## src/rtl/mem_stage_lsu.sv

```systemverilog
// rtl/mem_stage_lsu.sv - memory-access pipeline stage with req/ack data memory port
// Optional misaligned-access trap: define LSU_MISALIGN_TRAP_EN.
module mem_stage_lsu #(
    parameter int ADDR_W = 32
) (
    input  logic              clk,
    input  logic              rst,
    input  logic              in_valid,
    input  logic [ADDR_W-1:0] alu_res,
    input  logic [31:0]       store_data,
    input  logic              mem_read,
    input  logic              mem_write,
    input  logic [1:0]        size,
    input  logic              load_unsigned,
    input  logic              men2reg,
    input  logic              reg_write,
    output logic              stall,
    output logic              dmem_req,
    output logic              dmem_we,
    output logic [ADDR_W-1:0] dmem_addr,
    output logic [31:0]       dmem_wdata,
    output logic [3:0]        dmem_be,
    input  logic              dmem_ack,
    input  logic [31:0]       dmem_rdata,
    output logic              out_valid,
    output logic [31:0]       data,
    output logic [ADDR_W-1:0] aluRes,
    output logic              men2reg_out,
    output logic              reg_write_out,
    output logic              misalign_err
);

    typedef enum logic [1:0] {IDLE, ACCESS, RESP} state_t;

    state_t            r_state;
    logic [ADDR_W-1:0] r_addr;
    logic [3:0]        r_be;
    logic [31:0]       r_wdata;
    logic              r_we;
    logic [1:0]        r_lane;
    logic [1:0]        r_size;
    logic              r_uns;
    logic [31:0]       r_load_data_q;

    logic              w_mem_op;
    logic              w_misalign;
    logic              w_start;
    logic [3:0]        w_be;
    logic [31:0]       w_wdata;
    logic [31:0]       w_load_fmt;
    logic [7:0]        w_byte;
    logic [15:0]       w_half;

    assign w_mem_op = in_valid & (mem_read | mem_write);

`ifdef LSU_MISALIGN_TRAP_EN
    assign w_misalign = (size == 2'b01 && alu_res[0]) ||
                        (size[1] && alu_res[1:0] != 2'b00);
`else
    assign w_misalign = 1'b0;
`endif

    assign w_start = (r_state == IDLE) && w_mem_op && !w_misalign;

    always_comb begin
        w_be    = 4'b1111;
        w_wdata = store_data;
        case (size)
            2'b00: begin
                w_be    = 4'b0001 << alu_res[1:0];
                w_wdata = {4{store_data[7:0]}};
            end
            2'b01: begin
                w_be    = alu_res[1] ? 4'b1100 : 4'b0011;
                w_wdata = {2{store_data[15:0]}};
            end
            default: begin
                w_be    = 4'b1111;
                w_wdata = store_data;
            end
        endcase
    end

    // Lane select and extension use the captured address/size, not the live inputs.
    always_comb begin
        w_byte = 8'h00;
        case (r_lane)
            2'd0:    w_byte = dmem_rdata[7:0];
            2'd1:    w_byte = dmem_rdata[15:8];
            2'd2:    w_byte = dmem_rdata[23:16];
            default: w_byte = dmem_rdata[31:24];
        endcase
        w_half = r_lane[1] ? dmem_rdata[31:16] : dmem_rdata[15:0];
        case (r_size)
            2'b00:   w_load_fmt = r_uns ? {24'h0, w_byte} : {{24{w_byte[7]}}, w_byte};
            2'b01:   w_load_fmt = r_uns ? {16'h0, w_half} : {{16{w_half[15]}}, w_half};
            default: w_load_fmt = dmem_rdata;
        endcase
    end

    always_ff @(posedge clk or posedge rst) begin
        if (rst) begin
            r_state       <= IDLE;
            r_addr        <= '0;
            r_be          <= 4'h0;
            r_wdata       <= 32'h0;
            r_we          <= 1'b0;
            r_lane        <= 2'b00;
            r_size        <= 2'b00;
            r_uns         <= 1'b0;
            r_load_data_q <= 32'h0;
        end else begin
            case (r_state)
                IDLE: begin
                    if (w_start) begin
                        r_addr  <= {alu_res[ADDR_W-1:2], 2'b00};
                        r_be    <= w_be;
                        r_wdata <= w_wdata;
                        r_we    <= mem_write;
                        r_lane  <= alu_res[1:0];
                        r_size  <= size;
                        r_uns   <= load_unsigned;
                        r_state <= ACCESS;
                    end
                end
                ACCESS: begin
                    if (dmem_ack) begin
                        r_load_data_q <= r_we ? 32'h0 : w_load_fmt;
                        r_state       <= RESP;
                    end
                end
                RESP:    r_state <= IDLE;
                default: r_state <= IDLE;
            endcase
        end
    end

    // Control outputs are gated by rst so the stage is quiet while reset is held.
    always_comb begin
        stall         = 1'b0;
        dmem_req      = 1'b0;
        out_valid     = 1'b0;
        data          = 32'h0;
        reg_write_out = 1'b0;
        misalign_err  = 1'b0;
        dmem_we       = r_we;
        dmem_addr     = r_addr;
        dmem_wdata    = r_wdata;
        dmem_be       = r_be;
        aluRes        = alu_res;
        men2reg_out   = men2reg;
        if (!rst) begin
            case (r_state)
                IDLE: begin
                    if (w_mem_op && !w_misalign) begin
                        stall = 1'b1;
                    end else if (w_mem_op && w_misalign) begin
                        out_valid    = 1'b1;
                        misalign_err = 1'b1;
                    end else begin
                        out_valid     = in_valid;
                        reg_write_out = in_valid & reg_write;
                    end
                end
                ACCESS: begin
                    stall    = 1'b1;
                    dmem_req = 1'b1;
                end
                RESP: begin
                    out_valid     = 1'b1;
                    data          = r_load_data_q;
                    reg_write_out = reg_write;
                end
                default: ;
            endcase
        end
    end

endmodule

```

## config.mk

```make
export PLATFORM = sky130hd
export DESIGN_NAME = mem_stage_lsu
export DESIGN_NICKNAME = d
export VERILOG_FILES = /design/src/rtl/mem_stage_lsu.sv
export SDC_FILE = /design/constraint.sdc
export NUM_CORES = 1
export LEC_CHECK = 0
export BUFFER_PORTS_ARGS = -buffer_cell sky130_fd_sc_hd__buf_2
export CORE_ASPECT_RATIO = 0.5
export CORE_MARGIN = 8
export CORE_UTILIZATION = 35
export CTS_BUF_LIST = sky130_fd_sc_hd__clkbuf_4
export DETAILED_ROUTE_END_ITERATION = 8
export GPL_ROUTABILITY_DRIVEN = 0
export PLACE_DENSITY = 0.71
export SLEW_MARGIN = 40
export SYNTH_ARGS = -nofsm -noshare
export SYNTH_HDL_FRONTEND = slang
export SYNTH_SLANG_ARGS = --single-unit
```

## constraint.sdc

```tcl
create_clock -name clk -period 4.7 [get_ports clk]
set_input_delay 0.94 -clock clk [delete_from_list [all_inputs] [get_ports clk]]
set_output_delay 0.94 -clock clk [all_outputs]
set_load 0.05 [all_outputs]
```

==> summary.log, run 1 <==
[worst_setup_path] worst flop-to-flop path startpoint r_size[1]
[layout] Layout area overhead 23.2%
[die] Die W 192 µm
[placement] detailed placer's ending HPWL 12.4 mm
[pwr] power density relative to cell area 583 nW/µm²
[global_routing] pin count of the biggest net entering global routing 101
[die] number of placement rows 32
[global_routing] antenna violations before repair 1
[sta] total count of max-transition violations in the final report 0
[layout] share of post-route cells with drive strength above 1 0.448
[detailed_routing] DRC violation total after the first TritonRoute iteration 269
[yosys] unique cell type count in the Yosys netlist 37
[yosys] flops & latches, synth 106
[worst_setup_path] critical path type in2out
[yosys] number of synthesis warnings 0
[hold_path] Min-Delay Startpoint dmem_wdata[18]
[die] standard cell core area 15300 µm²
[sta] Tmin final 3.01 ns
[sta] setup-violating endpoint count in the final report 0
[worst_setup_path] Max stage delay on crit path 0.53 ns
[global_routing] via count of the first global-routing pass 4622
[yosys] fraction of synthesized area in multiplexers 0.176
[clocking] clock tree root buffer cell sky130_fd_sc_hd__clkbuf_4
[yosys] fraction of synthesized cell area taken by the top area cell type 0.491
[yosys] simple-gate share of the synthesized area 0.126
[clocking] Clock transition at path regs 0.15 ns
[sta] worst clock skew 0.0320 ns
[worst_setup_path] Critical Path RT 3.76 ns
[job] max-cap violation count 0
[worst_setup_path] count of cells along the worst register-to-register path 4
[global_routing] wire length of the first global-routing pass 25.6 mm
[layout] number of nets at the end of the flow 807
[die] number of top-level pins 246
[worst_setup_path] crit-path most repeated cell sky130_fd_sc_hd__buf_2
[clocking] clock sink count 106
[yosys] top cells by area in the synthesized netlist sky130_fd_sc_hd__dfrtp_1, sky130_fd_sc_hd__mux2_4, sky130_fd_sc_hd__mux2i_1
[worst_setup_path] number of buffers and inverters on the critical path 2
[clocking] TritonCTS clock tree yes
[layout] utilization after layout 0.436
[yosys] fraction of the mapped netlist area in adder cells 0
[sta] hold slack final 0.493 ns
[hold_path] number of instances on the worst hold path 2
[detailed_routing] average vias per placed instance 4.84
[sta] unrepaired setup endpoints after global routing no
[worst_setup_path] category of cells accounting for the largest share of critical-path delay simple AND/OR/NAND/NOR gates
[yosys] post-synthesis compound-gate area fraction 0.121
[pwr] Static Leakage 0.00352 µW
[detailed_routing] WL per Instance 17.8 µm
[worst_setup_path] sort of element at the end of the critical path output port
[die] area of the die 19900 µm²
[die] Starting Density 0.354
[detailed_routing] routed vias 4403
[clocking] CTS Buf Count 9
[worst_setup_path] CP Depth 5
[yosys] post-synthesis cell type with the largest combined area sky130_fd_sc_hd__dfrtp_1
[detailed_routing] Total Wirelength 16.2 mm
[worst_setup_path] critical-path maximum fanout 4
[clocking] Clk Latency, worst-skew pair 0.47 ns
[clocking] number of hold-repair buffers added at the cts stage 0
[pwr] worst vdd rail ir drop 196 µV
[placement] count of port buffers added during placement 240
[run_status] result of the run complete, no violations
[hold_path] kind of path behind the tightest hold check reg2reg
[die] DIE HEIGHT 104 µm
[worst_setup_path] launching element type of the critical path input port
[sta] transition time at the pin with the least slew margin 0.753 ns
[yosys] Mean Syn Cell Area 10.6 µm²
[sta] Worst slew margin 0.495
[sta] final hold violations 0
[yosys] post-synthesis cell count 509
[worst_setup_path] ordered list of cells on the worst path buf_2 -> nor2_1 -> or4b_4 -> a21oi_1 -> buf_2
[yosys] XOR/XNOR share of the synthesized area 0
[yosys] combinational family with the most area after synthesis multiplexers
[yosys] Seq/Total Area, Yosys 0.491
[clocking] Post-CTS Setup Inserts 0
[layout] non-filler instance count after layout 910
[clocking] count of cells resized by post-cts repair 0
[global_routing] total routing usage reported by global routing 0.160
[worst_setup_path] first element of the critical path mem_write
[detailed_routing] drt first pass iters 5
[sta] accumulated negative setup slack 0 ns
[yosys] area of the mapped netlist 5400 µm²
[detailed_routing] number of routed nets with antenna violations 0
[global_routing] remaining global-route overflow 0
[clocking] deepest clock path buffer count 2
[placement] placed instance count 893
[worst_setup_path] Crit-path slowest cell sky130_fd_sc_hd__or4b_4
[sta] final worst path period share 0.640
[detailed_routing] drt drc 0
[worst_setup_path] arrival time at the worst endpoint 2.07 ns
[clocking] H-tree depth 3
[sta] upper clock frequency limit 0.333 GHz
## cells by family after synthesis
| group | after synthesis |
|---|---|
| buf+inv | 74 |
| flops | 106 |
| compound gates | 110 |
| other cells | 1 |
| simple gates | 142 |
| mux | 76 |
## power breakdown
group | internal [µW] | switching [µW]
logic | 566 | 1350
registers | 1260 | 233
clock network | 166 | 302
## metrics by stage
| step | setup WS (ns) | power (µW) | cell area, µm² |
|---|---|---|---|
| 6_report | 1.69 | 3880 | 6650 |
| 5_1_grt | 1.66 | 4090 | 6650 |
| 4_1_cts | 1.68 | 3910 | 6650 |
| 3_5_place_dp | 1.69 | 3450 | 6520 |
| 3_3_place_gp | 1.69 | 3390 | 6480 |
| 2_1_floorplan | 0.971 | 2960 | 5410 |
## synthesized netlist by cell type (all sizes together)
library cell / count
a211oi: 1
a21oi: 22
a221oi: 1
a22o: 2
a22oi: 17
a311oi: 6
a32oi: 1
and2: 34
buf: 47
clkbuf: 21
conb: 1
dfrtp: 106
inv: 6
mux2: 43
mux2i: 31
mux4: 2
nand2: 66
nand2b: 2
nand3: 2
nand3b: 1
nor2: 22
nor2b: 2
nor3: 2
nor3b: 2
o21ai: 52
o22ai: 1
o31ai: 6
o41ai: 1
or2: 2
or3: 6
or4b: 1
## final cells by class
| cell class | instances | area [µm²] |
|---|---|---|
| well taps | 204 | 255 |
| clock buffers | 10 | 75.1 |
| multi-input cells | 331 | 2320 |
| inverters | 6 | 25.0 |
| diodes | 1 | 2.50 |
| fillers | 1477 | 8600 |
| flip-flops and latches | 106 | 2650 |
| repair buffers | 246 | 1260 |
| clock inverters | 6 | 57.6 |
## routing by layer
| layer | global-route usage | part of all wire | wire length [µm] |
|---|---|---|---|
| met5 | 0 | 0.00080 | 13 |
| met3 | 0.0395 | 0.058 | 936 |
| met2 | 0.292 | 0.53 | 8650 |
| met1 | 0.182 | 0.39 | 6340 |
| met4 | 0.0426 | 0.014 | 234 |
## tightest hold or removal path, delay by kind of cell (launching register included)
family,cells,cell delay (ns)
DFF,1,0.37
and+or+nand+nor,1,0.04
AOI/OAI and AO/OA,1,0.06
## layout by cell type, fill, tap and decap left out, types with 2 or more instances in the layout
| cell type | count |
|---|---|
| sky130_fd_sc_hd__mux2i_1 | 31 |
| sky130_fd_sc_hd__mux2_4 | 30 |
| sky130_fd_sc_hd__nand2_1 | 66 |
| sky130_fd_sc_hd__or2_2 | 2 |
| sky130_fd_sc_hd__o21ai_0 | 52 |
| sky130_fd_sc_hd__buf_4 | 4 |
| sky130_fd_sc_hd__a22oi_1 | 17 |
| sky130_fd_sc_hd__a21oi_1 | 22 |
| sky130_fd_sc_hd__mux4_2 | 2 |
| sky130_fd_sc_hd__buf_2 | 240 |
| sky130_fd_sc_hd__o31ai_1 | 6 |
| sky130_fd_sc_hd__nand3_1 | 2 |
| sky130_fd_sc_hd__a311oi_1 | 6 |
| sky130_fd_sc_hd__or3_1 | 6 |
| sky130_fd_sc_hd__inv_1 | 5 |
| sky130_fd_sc_hd__dfrtp_1 | 106 |
| sky130_fd_sc_hd__mux2_2 | 13 |
| sky130_fd_sc_hd__a22o_1 | 2 |
| sky130_fd_sc_hd__nor3b_2 | 2 |
| sky130_fd_sc_hd__clkinv_2 | 3 |
| sky130_fd_sc_hd__conb_1 | 3 |
| sky130_fd_sc_hd__nor2_1 | 20 |
| sky130_fd_sc_hd__and2_1 | 34 |
| sky130_fd_sc_hd__nand2b_1 | 2 |
| sky130_fd_sc_hd__nor2_2 | 2 |
| sky130_fd_sc_hd__clkbuf_4 | 10 |
## sequential cells by signal, summed over array words and instances (netlist names)
| name | flops |
|---|---|
| dmem_we | 1 |
| dmem_be | 4 |
| r_lane | 2 |
| dmem_addr | 30 |
| r_load_data_q | 32 |
| r_size | 2 |
| r_uns | 1 |
| r_state | 2 |
| dmem_wdata | 32 |
## worst paths after layout
path,to,slack (ns)
min in group asynchronous,r_load_data_q[17],0.56
max,stall,1.69
max in group asynchronous,dmem_wdata[11],3.57
min,dmem_wdata[18],0.49
max reg2reg,r_load_data_q[29],2.60
min reg2reg,dmem_wdata[18],0.49
(Power assumes the default switching activity.)
==> run 2, diff against run 1 <==
Settings changed: PLACE_DENSITY 0.71 to 0.73.
Clock period 4.7 ns to 2.6 ns, I/O delays scaled along.
==> run 2 against run 1 <==
Net effect:
- routed wire length down 2.1%
- utilization up 0.39 points
- worst hold slack worse by 0.31 ns
- critical path depth down 2
- total power up 80%
- sequential power up 78%
- first-iteration DRC count up 6.7%
- via count up 0.73%
- clock skew down 0.0090 ns
- largest cell class unchanged
==> summary.log, run 2 (synthesis results as in run 1) <==
[run_status] result of the run complete, no violations
[clocking] count of cells resized by post-cts repair 0
[worst_setup_path] critical path type reg2out
[clocking] Clock transition at path regs 0.16 ns
[layout] Final Cell Area 6710 µm²
[placement] cell area after placement 6570 µm²
[layout] share of post-route cells with drive strength above 1 0.451
[sta] transition time at the pin with the least slew margin 0.749 ns
[global_routing] antenna violations before repair 1
[sta] unrepaired setup endpoints after global routing no
[clocking] number of hold-repair buffers added at the cts stage 0
[sta] total count of max-transition violations in the final report 0
[die] number of top-level pins 246
[worst_setup_path] launching element type of the critical path flop
[detailed_routing] number of routed nets with antenna violations 0
[layout] number of nets at the end of the flow 814
[clocking] deepest clock path buffer count 2
[pwr] power density relative to cell area 1040 nW/µm²
[worst_setup_path] Max stage delay on crit path 0.57 ns
[worst_setup_path] Critical Path RT 2.08 ns
[worst_setup_path] sort of element at the end of the critical path output port
[global_routing] via count of the first global-routing pass 4597
[worst_setup_path] category of cells accounting for the largest share of critical-path delay simple AND/OR/NAND/NOR gates
[sta] worst-case setup margin in the final layout 0.202 ns
[placement] pre-CTS WS 0.433 ns
[detailed_routing] average vias per placed instance 4.84
[global_routing] pin count of the biggest net entering global routing 103
[die] Die W 192 µm
[pwr] Static Leakage 0.00355 µW
[sta] Worst slew margin 0.501
[pwr] total power of the final layout 7000 µW
[die] DIE HEIGHT 104 µm
[detailed_routing] DRC violation total after the first TritonRoute iteration 287
[layout] count of filler cells inserted in the layout 1476
[die] standard cell core area 15300 µm²
[worst_setup_path] ordered list of cells on the worst path or4b_4 -> a21oi_2 -> buf_2
[sta] accumulated negative setup slack 0 ns
[layout] commonest non-fill, non-tap cells in the layout sky130_fd_sc_hd__buf_2, sky130_fd_sc_hd__dfrtp_1, sky130_fd_sc_hd__nand2_1, sky130_fd_sc_hd__o21ai_0, sky130_fd_sc_hd__and2_1
[global_routing] met2 Usage GRT 0.282
[layout] leading cell type in the layout, fill and taps excluded sky130_fd_sc_hd__buf_2
[global_routing] met3 demand-to-capacity share in global routing 0.0382
[sta] Tmin final 2.40 ns
[sta] final worst path period share 0.922
[global_routing] remaining global-route overflow 0
[pwr] worst vdd rail ir drop 373 µV
[detailed_routing] drt drc 0
[clocking] clock tree root buffer cell sky130_fd_sc_hd__clkbuf_4
[sta] worst clock skew 0.0230 ns
[worst_setup_path] arrival time at the worst endpoint 1.88 ns
[die] number of placement rows 32
[sta] final hold violations 0
[hold_path] kind of path behind the tightest hold check in2async
[worst_setup_path] number of buffers and inverters on the critical path 1
[clocking] H-tree depth 3
[layout] Layout area overhead 24.3%
[detailed_routing] routed vias 4435
[global_routing] GRT Max-Usage Layer met2
[worst_setup_path] critical-path maximum fanout 5
[placement] detailed placer's ending HPWL 12.3 mm
[placement] count of port buffers added during placement 240
[clocking] Post-CTS Setup Inserts 0
[clocking] Clk Latency, worst-skew pair 0.45 ns
[clocking] TritonCTS clock tree yes
[global_routing] wire length of the first global-routing pass 25.4 mm
[detailed_routing] WL per Instance 17.3 µm
[worst_setup_path] Crit-path slowest cell sky130_fd_sc_hd__or4b_4
[layout] count of inserted antenna diode cells 0
[job] max-cap violation count 0
[worst_setup_path] register-to-register path setup slack 0.56 ns
[clocking] CTS Buf Count 9
[global_routing] total routing usage reported by global routing 0.156
[detailed_routing] drt first pass iters 4
[sta] upper clock frequency limit 0.417 GHz
[detailed_routing] Total Wirelength 15.8 mm
[sta] setup-violating endpoint count in the final report 0
[global_routing] met1 track utilization from global routing 0.182
[die] area of the die 19900 µm²
[die] Starting Density 0.354
[clocking] clock sink count 106
[run 2: cell count changes in the layout (fill, tap and decap cells not counted), sizes merged]
cell	previous run	this run
clkbuf	11	12
diode	1	0
clkinvlp	0	2
buf	245	252
clkinv	5	2
[run 2: final cells by class]
type	count	area, µm²	share of cell area
tap	204	255	0.0380
clock inverter	5	53.8	0.00801
multi-input combinational	331	2310	0.344
sequential	106	2650	0.395
timing repair buffer	253	1330	0.198
clock buffer	11	82.6	0.0123
inverter	6	26.3	0.00391
[run 2: report_power, final]
part / internal [µW] / total, µW / switching, µW
clock network: 314 / 851 / 537
registers: 2280 / 2650 / 371
logic: 1040 / 3490 / 2450
total: 3640 / 7000 / 3360
[run 2: path summary, 6_finish.rpt]
| path | from | end | depth (start not counted) |
|---|---|---|---|
| max | r_state[1] | stall | 3 |
| min in group clk | dmem_ack | r_state[0] | 2 |
| max reg2reg | r_state[1] | dmem_addr[17] | 3 |
| max in group asynchronous | rst | dmem_wdata[24] | 3 |
| min | rst | r_state[1] | 2 |
| min reg2reg | dmem_wdata[8] | dmem_wdata[8] | 2 |
[run 2: per-stage QoR]
stage          std cells  utilization  hold slack [ns]
2_1_floorplan        511            -            0.435
5_1_grt              916        0.440            0.167
4_1_cts              916        0.440            0.160
3_3_place_gp         900        0.431            0.455
6_report             916        0.440            0.182
3_5_place_dp         900        0.431            0.463
[run 2: metal layers]
| layer | up-vias | wire length, µm |
|---|---|---|
| li1 | 2119 | - |
| met1 | 2175 | 6290 |
| met2 | 115 | 8390 |
| met3 | 24 | 861 |
| met4 | 2 | 285 |
| met5 | - | 10 |
